<file path="config.mk">
export PLATFORM = sky130hd
export DESIGN_NAME = axis_video_geometry_monitor
export DESIGN_NICKNAME = d
export VERILOG_FILES = /design/src/rtl/axis_video_pkg.sv /design/src/rtl/video_geom_lock.sv /design/src/rtl/axis_video_geometry_monitor.sv
export SDC_FILE = /design/constraint.sdc
export NUM_CORES = 1
export LEC_CHECK = 0
export CAP_MARGIN = 20
export CORE_ASPECT_RATIO = 0.9
export CORE_MARGIN = 5
export CORE_UTILIZATION = 53
export DETAILED_ROUTE_END_ITERATION = 10
export GPL_TIMING_DRIVEN = 0
export PLACE_DENSITY = 0.83
export RECOVER_POWER = 100
export SYNTH_ARGS = -nofsm -noshare
export SYNTH_HDL_FRONTEND = slang
export SYNTH_SLANG_ARGS = --single-unit
</file>
<file path="constraint.sdc">
create_clock -name clk -period 5.65 [get_ports clk]
set_input_delay 0.8475 -clock clk [delete_from_list [all_inputs] [get_ports clk]]
set_output_delay 0.8475 -clock clk [all_outputs]
set_load 0.1 [all_outputs]
</file>
<file path="src/rtl/axis_video_pkg.sv">
// Shared types and constants for the AXI4-Stream video geometry monitor.
package axis_video_pkg;

    // Default width of pixel/line counters and geometry outputs
    localparam int DIM_WIDTH_DEFAULT = 16;

    // Frame tracking state: idle until the first start-of-frame, then counting
    typedef enum logic [0:0] {
        WAIT_SOF = 1'b0,
        IN_FRAME = 1'b1
    } vid_state_e;

    // Bit positions inside the sticky error vector
    localparam int ERR_EOL_EARLY = 0;
    localparam int ERR_EOL_LATE  = 1;
    localparam int ERR_SOF_EARLY = 2;
    localparam int ERR_NUM       = 3;

endpackage

</file>
<file path="src/rtl/video_geom_lock.sv">
// Geometry lock tracker: counts consecutive identical good frames and
// publishes the locked width/height once enough of them have been seen.
module video_geom_lock
    import axis_video_pkg::*;
#(
    parameter int DIM_WIDTH   = DIM_WIDTH_DEFAULT,
    parameter int LOCK_FRAMES = 2
) (
    input  logic                 clk,
    input  logic                 reset,
    input  logic                 frame_end_i,
    input  logic [DIM_WIDTH-1:0] frame_w_i,
    input  logic [DIM_WIDTH-1:0] frame_h_i,
    input  logic                 frame_bad_i,
    output logic [DIM_WIDTH-1:0] video_width_o,
    output logic [DIM_WIDTH-1:0] video_height_o,
    output logic                 video_size_valid_o
);

    localparam int MW = $clog2(LOCK_FRAMES + 1);
    localparam logic [MW-1:0] MATCH_MAX  = MW'(LOCK_FRAMES);
    localparam logic [MW-1:0] MATCH_ONE  = MW'(1);
    localparam logic [MW-1:0] MATCH_ZERO = MW'(0);

    logic [DIM_WIDTH-1:0] cand_w_q, cand_w_d;
    logic [DIM_WIDTH-1:0] cand_h_q, cand_h_d;
    logic [MW-1:0]        match_q, match_d;
    logic [DIM_WIDTH-1:0] width_q, width_d;
    logic [DIM_WIDTH-1:0] height_q, height_d;
    logic                 valid_q, valid_d;

    // Next-state: bad frames break the run, good frames extend or restart it
    always_comb begin
        cand_w_d = cand_w_q;
        cand_h_d = cand_h_q;
        match_d  = match_q;
        width_d  = width_q;
        height_d = height_q;
        valid_d  = valid_q;
        if (frame_end_i) begin
            if (frame_bad_i) begin
                match_d = MATCH_ZERO;
                valid_d = 1'b0;
            end else begin
                if ((match_q != MATCH_ZERO) && (frame_w_i == cand_w_q) && (frame_h_i == cand_h_q)) begin
                    match_d = (match_q == MATCH_MAX) ? MATCH_MAX : match_q + MATCH_ONE;
                end else begin
                    cand_w_d = frame_w_i;
                    cand_h_d = frame_h_i;
                    match_d  = MATCH_ONE;
                end
                if (match_d == MATCH_MAX) begin
                    width_d  = frame_w_i;
                    height_d = frame_h_i;
                    valid_d  = 1'b1;
                end else begin
                    valid_d  = 1'b0;
                end
            end
        end else begin
            valid_d = valid_q;
        end
    end

    // Lock state registers
    always_ff @(posedge clk or posedge reset) begin
        if (reset) begin
            cand_w_q <= '0;
            cand_h_q <= '0;
            match_q  <= MATCH_ZERO;
            width_q  <= '0;
            height_q <= '0;
            valid_q  <= 1'b0;
        end else begin
            cand_w_q <= cand_w_d;
            cand_h_q <= cand_h_d;
            match_q  <= match_d;
            width_q  <= width_d;
            height_q <= height_d;
            valid_q  <= valid_d;
        end
    end

    assign video_width_o      = width_q;
    assign video_height_o     = height_q;
    assign video_size_valid_o = valid_q;

endmodule

</file>
<file path="src/rtl/axis_video_geometry_monitor.sv">
// Inline AXI4-Stream video monitor: combinational passthrough, frame
// geometry measurement, malformed line/frame detection and geometry lock.
module axis_video_geometry_monitor
    import axis_video_pkg::*;
#(
    parameter int DATA_WIDTH      = 32,
    parameter int DIM_WIDTH       = DIM_WIDTH_DEFAULT,
    parameter int LOCK_FRAMES     = 2,
    parameter int FRAME_CNT_WIDTH = 32
) (
    input  logic                       clk,
    input  logic                       reset,
    input  logic                       s_axis_tvalid,
    output logic                       s_axis_tready,
    input  logic [DATA_WIDTH-1:0]      s_axis_tdata,
    input  logic [DATA_WIDTH/8-1:0]    s_axis_tkeep,
    input  logic                       s_axis_tlast,
    input  logic                       s_axis_tuser,
    output logic                       m_axis_tvalid,
    output logic [DATA_WIDTH-1:0]      m_axis_tdata,
    output logic [DATA_WIDTH/8-1:0]    m_axis_tkeep,
    output logic                       m_axis_tlast,
    output logic                       m_axis_tuser,
    input  logic                       m_axis_tready,
    output logic [DIM_WIDTH-1:0]       video_width,
    output logic [DIM_WIDTH-1:0]       video_height,
    output logic                       video_size_valid,
    output logic                       frame_done,
    output logic [FRAME_CNT_WIDTH-1:0] frame_count,
    output logic                       err_eol_early,
    output logic                       err_eol_late,
    output logic                       err_sof_early,
    input  logic                       err_clear
);

    localparam logic [DIM_WIDTH-1:0] DIM_MAX  = {DIM_WIDTH{1'b1}};
    localparam logic [DIM_WIDTH-1:0] DIM_ONE  = {{(DIM_WIDTH-1){1'b0}}, 1'b1};
    localparam logic [DIM_WIDTH-1:0] DIM_ZERO = {DIM_WIDTH{1'b0}};
    localparam logic [FRAME_CNT_WIDTH-1:0] FC_ONE = {{(FRAME_CNT_WIDTH-1){1'b0}}, 1'b1};

    vid_state_e           state_q, state_d;
    logic [DIM_WIDTH-1:0] pix_cnt_q, pix_cnt_d;
    logic [DIM_WIDTH-1:0] line_cnt_q, line_cnt_d;
    logic [DIM_WIDTH-1:0] frame_w_q, frame_w_d;
    logic                 frame_bad_q, frame_bad_d;
    logic [ERR_NUM-1:0]   err_q;
    logic [ERR_NUM-1:0]   err_new_s;
    logic                 frame_done_q;
    logic [FRAME_CNT_WIDTH-1:0] frame_count_q;
    logic                 beat_s;
    logic                 frame_end_s;
    logic                 frame_end_bad_s;
    logic [DIM_WIDTH-1:0] pix_inc_s;
    logic [DIM_WIDTH-1:0] line_inc_s;
    logic                 pix_sat_s;
    logic                 line_sat_s;

    // The stream is never touched: ready and payload are wired straight through
    assign s_axis_tready = m_axis_tready;
    assign m_axis_tvalid = s_axis_tvalid;
    assign m_axis_tdata  = s_axis_tdata;
    assign m_axis_tkeep  = s_axis_tkeep;
    assign m_axis_tlast  = s_axis_tlast;
    assign m_axis_tuser  = s_axis_tuser;

    assign beat_s     = s_axis_tvalid & m_axis_tready;
    assign pix_sat_s  = (pix_cnt_q == DIM_MAX);
    assign line_sat_s = (line_cnt_q == DIM_MAX);
    assign pix_inc_s  = pix_sat_s ? DIM_MAX : pix_cnt_q + DIM_ONE;
    assign line_inc_s = line_sat_s ? DIM_MAX : line_cnt_q + DIM_ONE;

    // Beat decoding: frame tracking, line measurement and error detection
    always_comb begin
        state_d         = state_q;
        pix_cnt_d       = pix_cnt_q;
        line_cnt_d      = line_cnt_q;
        frame_w_d       = frame_w_q;
        frame_bad_d     = frame_bad_q;
        err_new_s       = '0;
        frame_end_s     = 1'b0;
        frame_end_bad_s = 1'b0;
        if (beat_s && s_axis_tuser) begin
            // An SOF beat closes any open frame and is pixel 1 of the next one
            if (state_q == IN_FRAME) begin
                frame_end_s = 1'b1;
                if ((pix_cnt_q != DIM_ZERO) ||
                    (video_size_valid && (line_cnt_q != video_height))) begin
                    err_new_s[ERR_SOF_EARLY] = 1'b1;
                end else begin
                    err_new_s[ERR_SOF_EARLY] = 1'b0;
                end
                frame_end_bad_s = frame_bad_q | err_new_s[ERR_SOF_EARLY];
            end else begin
                frame_end_s = 1'b0;
            end
            state_d     = IN_FRAME;
            frame_bad_d = 1'b0;
            if (s_axis_tlast) begin
                frame_w_d  = DIM_ONE;
                line_cnt_d = DIM_ONE;
                pix_cnt_d  = DIM_ZERO;
            end else begin
                line_cnt_d = DIM_ZERO;
                pix_cnt_d  = DIM_ONE;
            end
        end else if (beat_s && (state_q == IN_FRAME)) begin
            err_new_s[ERR_EOL_LATE] = pix_sat_s;
            if (s_axis_tlast) begin
                if (line_cnt_q == DIM_ZERO) begin
                    frame_w_d = pix_inc_s;
                end else if (pix_inc_s < frame_w_q) begin
                    err_new_s[ERR_EOL_EARLY] = 1'b1;
                end else if (pix_inc_s > frame_w_q) begin
                    err_new_s[ERR_EOL_LATE] = 1'b1;
                end else begin
                    frame_w_d = frame_w_q;
                end
                if (line_sat_s) begin
                    err_new_s[ERR_EOL_LATE] = 1'b1;
                end else begin
                    line_cnt_d = line_inc_s;
                end
                pix_cnt_d = DIM_ZERO;
            end else begin
                pix_cnt_d = pix_inc_s;
            end
            frame_bad_d = frame_bad_q | (|err_new_s);
        end else begin
            state_d = state_q;
        end
    end

    // Frame tracking registers, sticky errors and frame statistics
    always_ff @(posedge clk or posedge reset) begin
        if (reset) begin
            state_q       <= WAIT_SOF;
            pix_cnt_q     <= DIM_ZERO;
            line_cnt_q    <= DIM_ZERO;
            frame_w_q     <= DIM_ZERO;
            frame_bad_q   <= 1'b0;
            err_q         <= '0;
            frame_done_q  <= 1'b0;
            frame_count_q <= '0;
        end else begin
            state_q       <= state_d;
            pix_cnt_q     <= pix_cnt_d;
            line_cnt_q    <= line_cnt_d;
            frame_w_q     <= frame_w_d;
            frame_bad_q   <= frame_bad_d;
            // A new error in the clearing cycle survives the clear
            err_q         <= (err_q & ~{ERR_NUM{err_clear}}) | err_new_s;
            frame_done_q  <= frame_end_s;
            frame_count_q <= frame_end_s ? frame_count_q + FC_ONE : frame_count_q;
        end
    end

    video_geom_lock #(
        .DIM_WIDTH   (DIM_WIDTH),
        .LOCK_FRAMES (LOCK_FRAMES)
    ) u_lock (
        .clk                (clk),
        .reset              (reset),
        .frame_end_i        (frame_end_s),
        .frame_w_i          (frame_w_q),
        .frame_h_i          (line_cnt_q),
        .frame_bad_i        (frame_end_bad_s),
        .video_width_o      (video_width),
        .video_height_o     (video_height),
        .video_size_valid_o (video_size_valid)
    );

    assign frame_done    = frame_done_q;
    assign frame_count   = frame_count_q;
    assign err_eol_early = err_q[ERR_EOL_EARLY];
    assign err_eol_late  = err_q[ERR_EOL_LATE];
    assign err_sof_early = err_q[ERR_SOF_EARLY];

endmodule

</file>
==> Yosys cells after proc, flatten, opt, wreduce, memory -nomap -nowiden <==
Index checks and enable logic that the tools add are counted.
{ "op_classes": {"bitwise": 8, "mux": 43, "n_lt_le_gt_ge": 2, "reduce_logical": 17, "n_addsub": 4, "eq_ne": 10} }
{ "ops": {"columns": ["operator", "count"], "rows": [
  ["$mux W16", 13],
  ["$add A16 B1 Y16 const B", 2],
  ["$add A32 B1 Y32 const B", 1],
  ["$eq A16 B16 Y1", 2],
  ["$eq A16 B16 Y1 const B", 2],
  ["$mux W2", 11],
  ["$mux W1", 19],
  ["$gt A16 B16 Y1", 1],
  ["$logic_not A16 Y1", 1],
  ["$lt A16 B16 Y1", 1],
  ["$ne A16 B16 Y1", 1],
  ["$reduce_bool A16 Y1", 1],
  ["$reduce_and A3 Y1", 3],
  ["$reduce_bool A2 Y1", 4],
  ["$logic_and A1 B1 Y1", 5],
  ["$eq A2 B2 Y1 const B", 2],
  ["$ne A2 B2 Y1 const B", 2],
  ["$reduce_and A4 Y1", 1],
  ["$and A3 B3 Y3", 1],
  ["$not A3 Y3", 1],
  ["$or A3 B3 Y3", 1],
  ["$add A2 B1 Y2 const B", 1],
  ["$ne A2 B1 Y1 const B", 1],
  ["$not A1 Y1", 2],
  ["4 further kinds", 5]
]} }
{ "word_totals": {"in_bits": 43, "elab_cells": 98, "output_inout_bits": 109, "reg_bits": 153} }

==> Logic depth before layout (Yosys ltp) <==
Gate-level depths: netlist (run 1).
{ "logic_depth": {"ltp_word": 14, "depth_mapped": 13, "mapped_depth_nobuf": 13} }

==> Modules after synthesis <==
A second synthesis (run 1) with hierarchy kept.
{ "hier_totals": {"hier_cells": 743, "area_unflattened_um2": 8134.1} }
{ "by_module_without_submodules": {"columns": ["mod", "area_each_um2", "cells_each", "seq_area_each_um2", "instances"], "rows": [
  ["axis_video_geometry_monitor", 5218.8, 544, 2152.1, 1],
  ["video_geom_lock", 2915.3, 199, 1676.6, 1]
]} }

==> Worst setup path after synthesis (run 1) <==
Ideal clock, no wire load.
{ "synth_path": {"path_type": "reg2reg", "from": "reg pix_cnt_q[0]", "to": "reg err_q[1]", "t_arrival_ns": 3.032, "t_required_ns": 5.530, "path_stages_with_launch": 14, "period_less_slack_ns": 3.152, "path_buffers": 1, "setup_time_ns": 0.120, "path_slack_ns": 2.498, "cell_sequence": "dfrtp_1 -> ha_1 -> nand3_1 -> or2_2 -> or3_1 -> clkbuf_1 -> nand2_1 -> ha_1 -> a21oi_1 -> o21a_1 -> o221ai_1 -> a221oi_1 -> o41ai_1 -> a31o_2"} }
{ "synth_via": {"elab_chain_len": 13, "elab_cells_between_ends": 15, "classes_between": "add/sub (1); order compare (2); eq/ne (1); mux (10); bitwise (1)"} }
{ "synth_lines": {"columns": ["item", "line_no", "text"], "rows": [
  ["start: declaration", "axis_video_geometry_monitor.sv:42", "logic [DIM_WIDTH-1:0] pix_cnt_q, pix_cnt_d;"],
  ["start signal: assignment", "axis_video_geometry_monitor.sv:146", "pix_cnt_q <= pix_cnt_d;"],
  ["$add A16 B1 Y16 or $eq A16 B16 Y1 (tied branches)", "axis_video_geometry_monitor.sv:69, axis_video_geometry_monitor.sv:67", null],
  ["$mux W16", "axis_video_geometry_monitor.sv:69", "assign pix_inc_s = pix_sat_s ? DIM_MAX : pix_cnt_q + DIM_ONE;"],
  ["$gt A16 B16 Y1", "axis_video_geometry_monitor.sv:113", "end else if (pix_inc_s > frame_w_q) begin"],
  ["$mux W1", "axis_video_geometry_monitor.sv:113", null],
  ["$mux W1", "axis_video_geometry_monitor.sv:111", "end else if (pix_inc_s < frame_w_q) begin"],
  ["$mux W2", "axis_video_geometry_monitor.sv:109", "if (line_cnt_q == DIM_ZERO) begin"],
  ["$mux W1", "axis_video_geometry_monitor.sv:118", "if (line_sat_s) begin"],
  ["$mux W2 (*)", "axis_video_geometry_monitor.sv:108", "if (s_axis_tlast) begin"],
  ["$mux W2 (*)", "axis_video_geometry_monitor.sv:106", "end else if (beat_s && (state_q == IN_FRAME)) begin"],
  ["$mux W2 (*)", "axis_video_geometry_monitor.sv:82", "if (beat_s && s_axis_tuser) begin"],
  ["$mux W2 (*)", "axis_video_geometry_monitor.sv:106", null],
  ["$mux W2 (*)", "axis_video_geometry_monitor.sv:82", null],
  ["$or A3 B3 Y3 (*)", "axis_video_geometry_monitor.sv:151", "err_q <= (err_q & ~{ERR_NUM{err_clear}}) | err_new_s;"],
  ["end signal: assignment", "axis_video_geometry_monitor.sv:151", null],
  ["end: declaration", "axis_video_geometry_monitor.sv:46", "logic [ERR_NUM-1:0] err_q;"]
]} }
Mark *: on every way between the ends. The rest lies on a longest branch, timed or not. The select of a mux whose other input is x is not followed.
A chain may end at the register's enable or synchronous reset.

==> Worst setup path after layout (run 1) <==
{ "layout_path": {"from": "in m_axis_tready", "to": "reg u_lock.height_q[8] (netlist: u_lock.video_height_o[8])"} }
{ "layout_via": {"elab_cells_between_ends": 6, "classes_between": "mux (2); bitwise (2); reduce/logical (2)"} }
{ "layout_lines": {"columns": ["item", "line_no", "text"], "rows": [
  ["start: declaration", "axis_video_geometry_monitor.sv:24", "input logic m_axis_tready,"],
  ["$and A1 B1 Y1", "axis_video_geometry_monitor.sv:66", "assign beat_s = s_axis_tvalid & m_axis_tready;"],
  ["$logic_and A1 B1 Y1", "axis_video_geometry_monitor.sv:82", null],
  ["$mux W1", "axis_video_geometry_monitor.sv:82", null],
  ["net frame_end_s", "axis_video_geometry_monitor.sv:51", "logic frame_end_s;"],
  ["$reduce_and A3 Y1 (no source line)", null, null],
  ["end signal: assignment", "video_geom_lock.sv:79", "height_q <= height_d;"],
  ["end: declaration", "video_geom_lock.sv:29", "logic [DIM_WIDTH-1:0] height_q, height_d;"]
]} }
The timed path passes the listed nets, and every way through them passes these cells.

==> impl_metrics.ini, run 1 <==
[outcome]
status = finished with violations
violations = max-capacitance violations, max-slew violations

[critical_path]
cp.arrival_ns = 4.78
start_kind = primary input
crit_fanout = 10
required_ns = 5.96
rrSetupSlack_ns = 1.23
timing.rr.start = pix_cnt_q[0]$_DFFE_PP0P_
cp-end-kind = register
path_class = primary input to register
regToRegEndpoint = err_q[1]$_DFF_PP0_
worstRegToRegCells = 13

[power_and_ir_drop]
p_switching_mw = 0.9961
p_comb_share_pct = 21.4
intPower_mw = 2.122
seqPwrFrac_pct = 39.4
power.density_nw_per_um2 = 311.4
cellLeakagePower_nw = 5.055
finalPower_mw = 3.118
netSwitchingFraction_pct = 31.95
peakVddDrop_uv = 266.4
power_frac_clock_pct = 39.2

[sta]
fin_setup_tns_ns = 0
setup_violations = 0
fmax_ghz = 0.2234
fin_skew_ns = 0.005787
period_needed_ns = 4.476
whs_ns = 0.4634
slew_violations = 79
rsz0062_at_grt = no
hold_violations = 0
relSlewSlack_pct = -107.3
worst_pin_slew_ns = 3.093
period_share_pct = 79.23

[cts]
clkTransAtPathRegs_ns = 0.06
holdBufCountCts = 0
cts-root-buf = clkbuf_16
cts_max_path_buffers = 2
numCtsBuffers = 17
htree_num_levels = 4
clkSinkCount = 153
tritoncts = built
clk_latency_ns = 0.43
post_cts_buffers = 0
cts_resized = 0

[synth]
synth_seq_cells = 153
synth_commonest_cells = dfrtp_1 (153), nand2_1 (70), xor2_1 (52)
yosysTopAreaCell = dfrtp_1
synth_top_cell_area_share_pct = 47.37
postSynthAreaPerCell_um2 = 10.66
yosysMostFrequentCell = dfrtp_1
netlist_instances = 758
synth-seq-area-share_pct = 47.37
synthFlopType = dfrtp_1
synth.distinct_cells = 45
syn_area_um2 = 8083
ys_async_sr_fraction_pct = 100.0
synth_area_leaders = dfrtp_1 (47%), xor2_1 (5.6%), xnor2_1 (5.4%)
syn_nets = 823
yosysWarnings = 0
synth_edf_count = 0

[routing]
drt-total-wl_um = 19370
vias_per_cell = 5.529
firstDrtPassIters = 4
drt-initial-drc-count = 473
drc = 0
avgRoutedWirePerCell_um = 17.56
drtAntennaViolNets = 0
vias = 6099

[die]
coreArea_um2 = 14820
dieArea_um2 = 17820
start_util_pct = 54.54
die_h_um = 127.2
die_x_um = 140.2
io_pins = 152
rows = 42

[grt]
grt_antenna_before_repair = 0
grt_max_degree = 84
grt_usage_pct = 21.94
grt_pass1_vias = 6077
grt_pass1_wl_um = 31450
overflow = 0

[final_layout]
drive_above_1_share_pct = 14.03
fill_cells = 1128
multi_input_area_um2 = 3491
areaGrowthSynthToFinish_pct = 23.90
nNetsFinal = 957
n_antenna_cell = 0
layout.cells.non_filler = 1103
final-seq-area_um2 = 3829

[hold_path]
whs_path_depth = 1
min_to = frame_count[31]$_DFFE_PP0P_
worstHoldPathType = register to register
min_from = frame_count[31]$_DFFE_PP0P_

[placed_design]
place_hpwl_um = 13680
gp_congestion = 0.9207
port_buffers = 114
dp.cells = 1071

[run]
maxCapViolCount = 2
==> layout by cell type (no fill, tap or decap), types with 11 or more instances in the layout <==
cell / n
inv_1: 36
mux2_2: 34
ha_1: 22
clkbuf_16: 17
xor2_1: 52
o21ai_0: 26
nand3_1: 28
nor4_1: 15
nand4_1: 25
buf_4: 41
dlygate4sd3_1: 112
a21oi_1: 11
nor2_1: 43
clkbuf_1: 27
xnor2_1: 50
mux2_1: 28
nand2_1: 70
dfrtp_1: 153
and3_1: 12
==> worst max-delay path by stage <==
stage                             startpoint                                    to  cells after the start
floorplan                              reset                    err_q[0]$_DFF_PP0_                      1
global placement                       reset   u_lock.video_width_o[9]$_DFFE_PP0P_                      2
global route        pix_cnt_q[0]$_DFFE_PP0P_                    err_q[1]$_DFF_PP0_                     13
detailed placement  pix_cnt_q[1]$_DFFE_PP0P_                    err_q[1]$_DFF_PP0_                     13
finish                         m_axis_tready  u_lock.video_height_o[8]$_DFFE_PP0P_                      9
CTS                 pix_cnt_q[0]$_DFFE_PP0P_                    err_q[1]$_DFF_PP0_                     13
==> power by group through the flow <==
| stage | registers (mW) | clock network, mW | logic [mW] |
|---|---|---|---|
| 3_5_place_dp | 1.25 | 0 | 0.674 |
| 4_1_cts | 1.23 | 1.23 | 0.683 |
| 6_report | 1.23 | 1.22 | 0.667 |
| 5_1_grt | 1.24 | 1.28 | 0.712 |
| 3_3_place_gp | 1.24 | 0 | 0.654 |
| 2_1_floorplan | 1.35 | 0 | 0.399 |
==> cells by family after synthesis <==
group,Yosys count,share of synthesized area (%)
mux,66,10.46
xor+xnor,102,11.05
compound gates,72,5.759
flops,153,47.37
buf+inv,117,7.988
fa+ha+maj,22,3.406
simple gates,226,13.96
==> registers in the layout, summed over array words and instances (netlist names), 3 cells and up <==
register,cells
err_q,3
frame_count,32
frame_w_q,16
line_cnt_q,16
pix_cnt_q,16
u_lock.cand_h_q,16
u_lock.cand_w_q,16
u_lock.video_height_o,16
u_lock.video_width_o,16
==> metrics by stage <==
| stage | setup WS (ns) | util, % | area [um2] |
|---|---|---|---|
| floorplan | 0.6811 | - | 8083 |
| global placement | -1.324 | 63.91 | 9472 |
| detailed placement | 1.776 | 64.13 | 9504 |
| CTS | 1.705 | 68.43 | 10140 |
| global route | 0.9968 | 67.58 | 10010 |
| finish | 1.174 | 67.58 | 10010 |
==> worst max-delay path: stages <==
cell	delay (ns)
dlygate4sd3_1	0.64
and3_1	0.18
clkbuf_1	0.23
nand2_1	0.21
inv_1	0.25
nand3b_1	0.14
nor4_1	1.62
buf_6	0.31
mux2_1	0.35
==> area by class of cell <==
type,instances,share of cell area (%)
tap,198,2.474
inverter,37,1.399
sequential,153,38.23
clock inverter,13,1.937
clock buffer,19,4.423
multi-input combinational,488,34.86
buffer,80,5.010
timing repair buffer,115,11.67
==> metal layers <==
metal	wire [um]	up-vias	GRT usage (%)
li1	-	2817	-
met1	8486	3014	29.95
met2	9276	227	35.28
met3	1275	41	5.344
met4	330	0	6.154
met5	0	-	0
No activity file was read; power rests on OpenSTA's default activity.
==> inputs of run 2 (changes only) <==
--- a/config.mk
+++ b/config.mk
@@ -8,10 +8,10 @@
 export CAP_MARGIN = 20
 export CORE_ASPECT_RATIO = 0.9
 export CORE_MARGIN = 5
-export CORE_UTILIZATION = 53
+export CORE_UTILIZATION = 48
 export DETAILED_ROUTE_END_ITERATION = 10
 export GPL_TIMING_DRIVEN = 0
-export PLACE_DENSITY = 0.83
+export PLACE_DENSITY = 0.79
 export RECOVER_POWER = 100
 export SYNTH_ARGS = -nofsm -noshare
 export SYNTH_HDL_FRONTEND = slang
==> constraint.sdc (replaced) <==
create_clock -name clk -period 3.7 [get_ports clk]
set_input_delay 0.555 -clock clk [delete_from_list [all_inputs] [get_ports clk]]
set_output_delay 0.555 -clock clk [all_outputs]
set_load 0.1 [all_outputs]
==> run 2 against run 1 <==
The run still ends with max-capacitance violations, max-slew violations left. Combinational power grew 51%. Utilization shrank 7.7 points. Wire length shrank 3.6%. First-iteration DRC count shrank 11%. Critical path depth grew 3. Largest power group unchanged. Sequential power grew 53%. Clock power grew 40%. Sequential share of layout area is essentially flat. Final cell count grew 1.5%. Setup slack lost 1.1 ns. Clock skew grew 0.0067 ns.
==> impl_metrics.ini, run 2 (same netlist as run 1, synthesis figures left out) <==
[final_layout]
areaGrowthSynthToFinish_pct = 23.95
final_cell_mix = dfrtp_1 (153), dlygate4sd3_1 (111), nand2_1 (69)
n_antenna_cell = 0
largest_reg_flops = 32
nNetsFinal = 960
final_common_cell = dfrtp_1
drive_above_1_share_pct = 14.87
fill_cells = 1429

[critical_path]
crit_fanout = 10
critical_path.startpoint = pix_cnt_q[0]$_DFFE_PP0P_
cp_slowest_cell = or3_4
path_class = register to register
start_kind = register
cp-end-kind = register
crit_chain = ha_2, nand3_1, or2_2, or3_4, nand2_2, ha_1, a21oi_1, o21a_1, o221ai_1, a221oi_2, o41ai_1, a31o_2
required_ns = 4.02
cp.arrival_ns = 3.90
rrSetupSlack_ns = 0.12
timing.rr.start = pix_cnt_q[0]$_DFFE_PP0P_
slowest_delay_ns = 0.48

[die]
rows = 45
start_util_pct = 48.34
dieArea_um2 = 19540
coreArea_um2 = 16720
die_x_um = 146.8
io_pins = 152
die_h_um = 133.1

[cts]
cts-root-buf = clkbuf_16
cts_max_path_buffers = 2
clkSinkCount = 153
holdBufCountCts = 0
tritoncts = built
numCtsBuffers = 17
htree_num_levels = 4
clkTransAtPathRegs_ns = 0.06
clk_latency_ns = 0.43

[power_and_ir_drop]
netSwitchingFraction_pct = 32.58
finalPower_mw = 4.602
intPower_mw = 3.103
cellLeakagePower_nw = 5.052
p_switching_mw = 1.499
power.density_nw_per_um2 = 459.4
p_comb_share_pct = 22.0
peakVddDrop_uv = 378.5
power_frac_clock_pct = 37.1
seqPwrFrac_pct = 40.9

[sta]
setup_violations = 0
setup_slack_ns = 0.1174
period_share_pct = 96.83
relSlewSlack_pct = -36.33
worst_pin_slew_ns = 2.045
rsz0062_at_grt = no
slew_violations = 39
fmax_ghz = 0.2791
hold_violations = 0
fin_skew_ns = 0.01247
period_needed_ns = 3.583

[grt]
overflow = 0
grt_pass1_wl_um = 31120
use_met1_pct = 27.24
grt_pass1_vias = 6085
grt_most_used_layer = met2
grt_antenna_before_repair = 0
grt_use_met2_pct = 30.51
grt_max_degree = 41
grtUsageMet3_pct = 4.456
grt_usage_pct = 19.56

[placed_design]
dp_slack_ns = -0.1753
gp_congestion = 0.8859
port_buffers = 114
place_hpwl_um = 13700

[outcome]
status = finished with violations
violations = max-capacitance violations, max-slew violations

[routing]
firstDrtPassIters = 5
drtAntennaViolNets = 0
drt-total-wl_um = 18660
drc = 0
avgRoutedWirePerCell_um = 16.68
vias = 6015
vias_per_cell = 5.375
drt-initial-drc-count = 422

[hold_path]
worstHoldPathType = register to register
min_from = frame_count[31]$_DFFE_PP0P_

[run]
maxCapViolCount = 1
## run 2: worst max-delay path, delay by kind of cell, from the launching register on
kind / cells / cell delay (ns)
fa+ha+maj: 2 / 0.53
compound gates: 6 / 1.41
simple gates: 4 / 1.12
flops: 1 / 0.42
## run 2: path summary, 6_finish.rpt
path,to,depth (start not counted)
min reg2reg,frame_count[31]$_DFFE_PP0P_,1
max in group asynchronous,pix_cnt_q[6]$_DFFE_PP0P_,5
max,err_q[1]$_DFF_PP0_,12
min,frame_count[31]$_DFFE_PP0P_,1
min in group asynchronous,u_lock.video_height_o[6]$_DFFE_PP0P_,2
max reg2reg,err_q[1]$_DFF_PP0_,12
## run 2: stage by stage
| step | hold WS, ns | utilization [%] | setup TNS (ns) | instance area, um2 | instances |
|---|---|---|---|---|---|
| final | 0.4649 | 59.91 | 0 | 10020 | 1119 |
| after floorplan | 0.4494 | - | 0 | 8087 | 758 |
| after global routing | 0.4889 | 59.91 | 0 | 10020 | 1119 |
| after CTS | 0.3961 | 60.77 | 0 | 10160 | 1118 |
| after global placement | 0.4586 | 56.76 | -10.03 | 9492 | 1083 |
| after detailed placement | 0.4622 | 57.24 | -0.2253 | 9572 | 1087 |
## run 2: area by class of cell
type                       count  area, um2  share of cell area (%)
buffer                        79      499.2                   4.983
clock buffer                  23      457.9                   4.571
timing repair buffer         119       1187                   11.85
sequential                   153       3829                   38.22
inverter                      37      140.1                   1.399
tap                          211      264.0                   2.635
clock inverter                 9      117.6                   1.174
multi-input combinational    488       3523                   35.17
## run 2: timing repair
item                       in CTS  in global routing
setup endpoints to repair       2                  3
buffers inserted                0                  1
gates resized for setup         5                  2
cloned                          0                  0
pin swaps                       0                  2
## run 2: routing by layer
| metal | up-vias | share of wire (%) |
|---|---|---|
| met2 | 198 | 46 |
| met3 | 39 | 5.6 |
| met4 | 0 | 2.1 |
| li1 | 2827 | - |
| met5 | - | 0 |
| met1 | 2951 | 46 |
## run 2: power by group through the flow
| stage | sequential [mW] | clock [mW] | combinational, mW |
|---|---|---|---|
| 6_report | 1.88 | 1.71 | 1.01 |
| 5_1_grt | 1.89 | 1.80 | 1.09 |
| 4_1_cts | 1.88 | 1.74 | 1.05 |
| 3_5_place_dp | 1.91 | 0 | 1.04 |
| 3_3_place_gp | 1.90 | 0 | 1.01 |
| 2_1_floorplan | 2.06 | 0 | 0.609 |
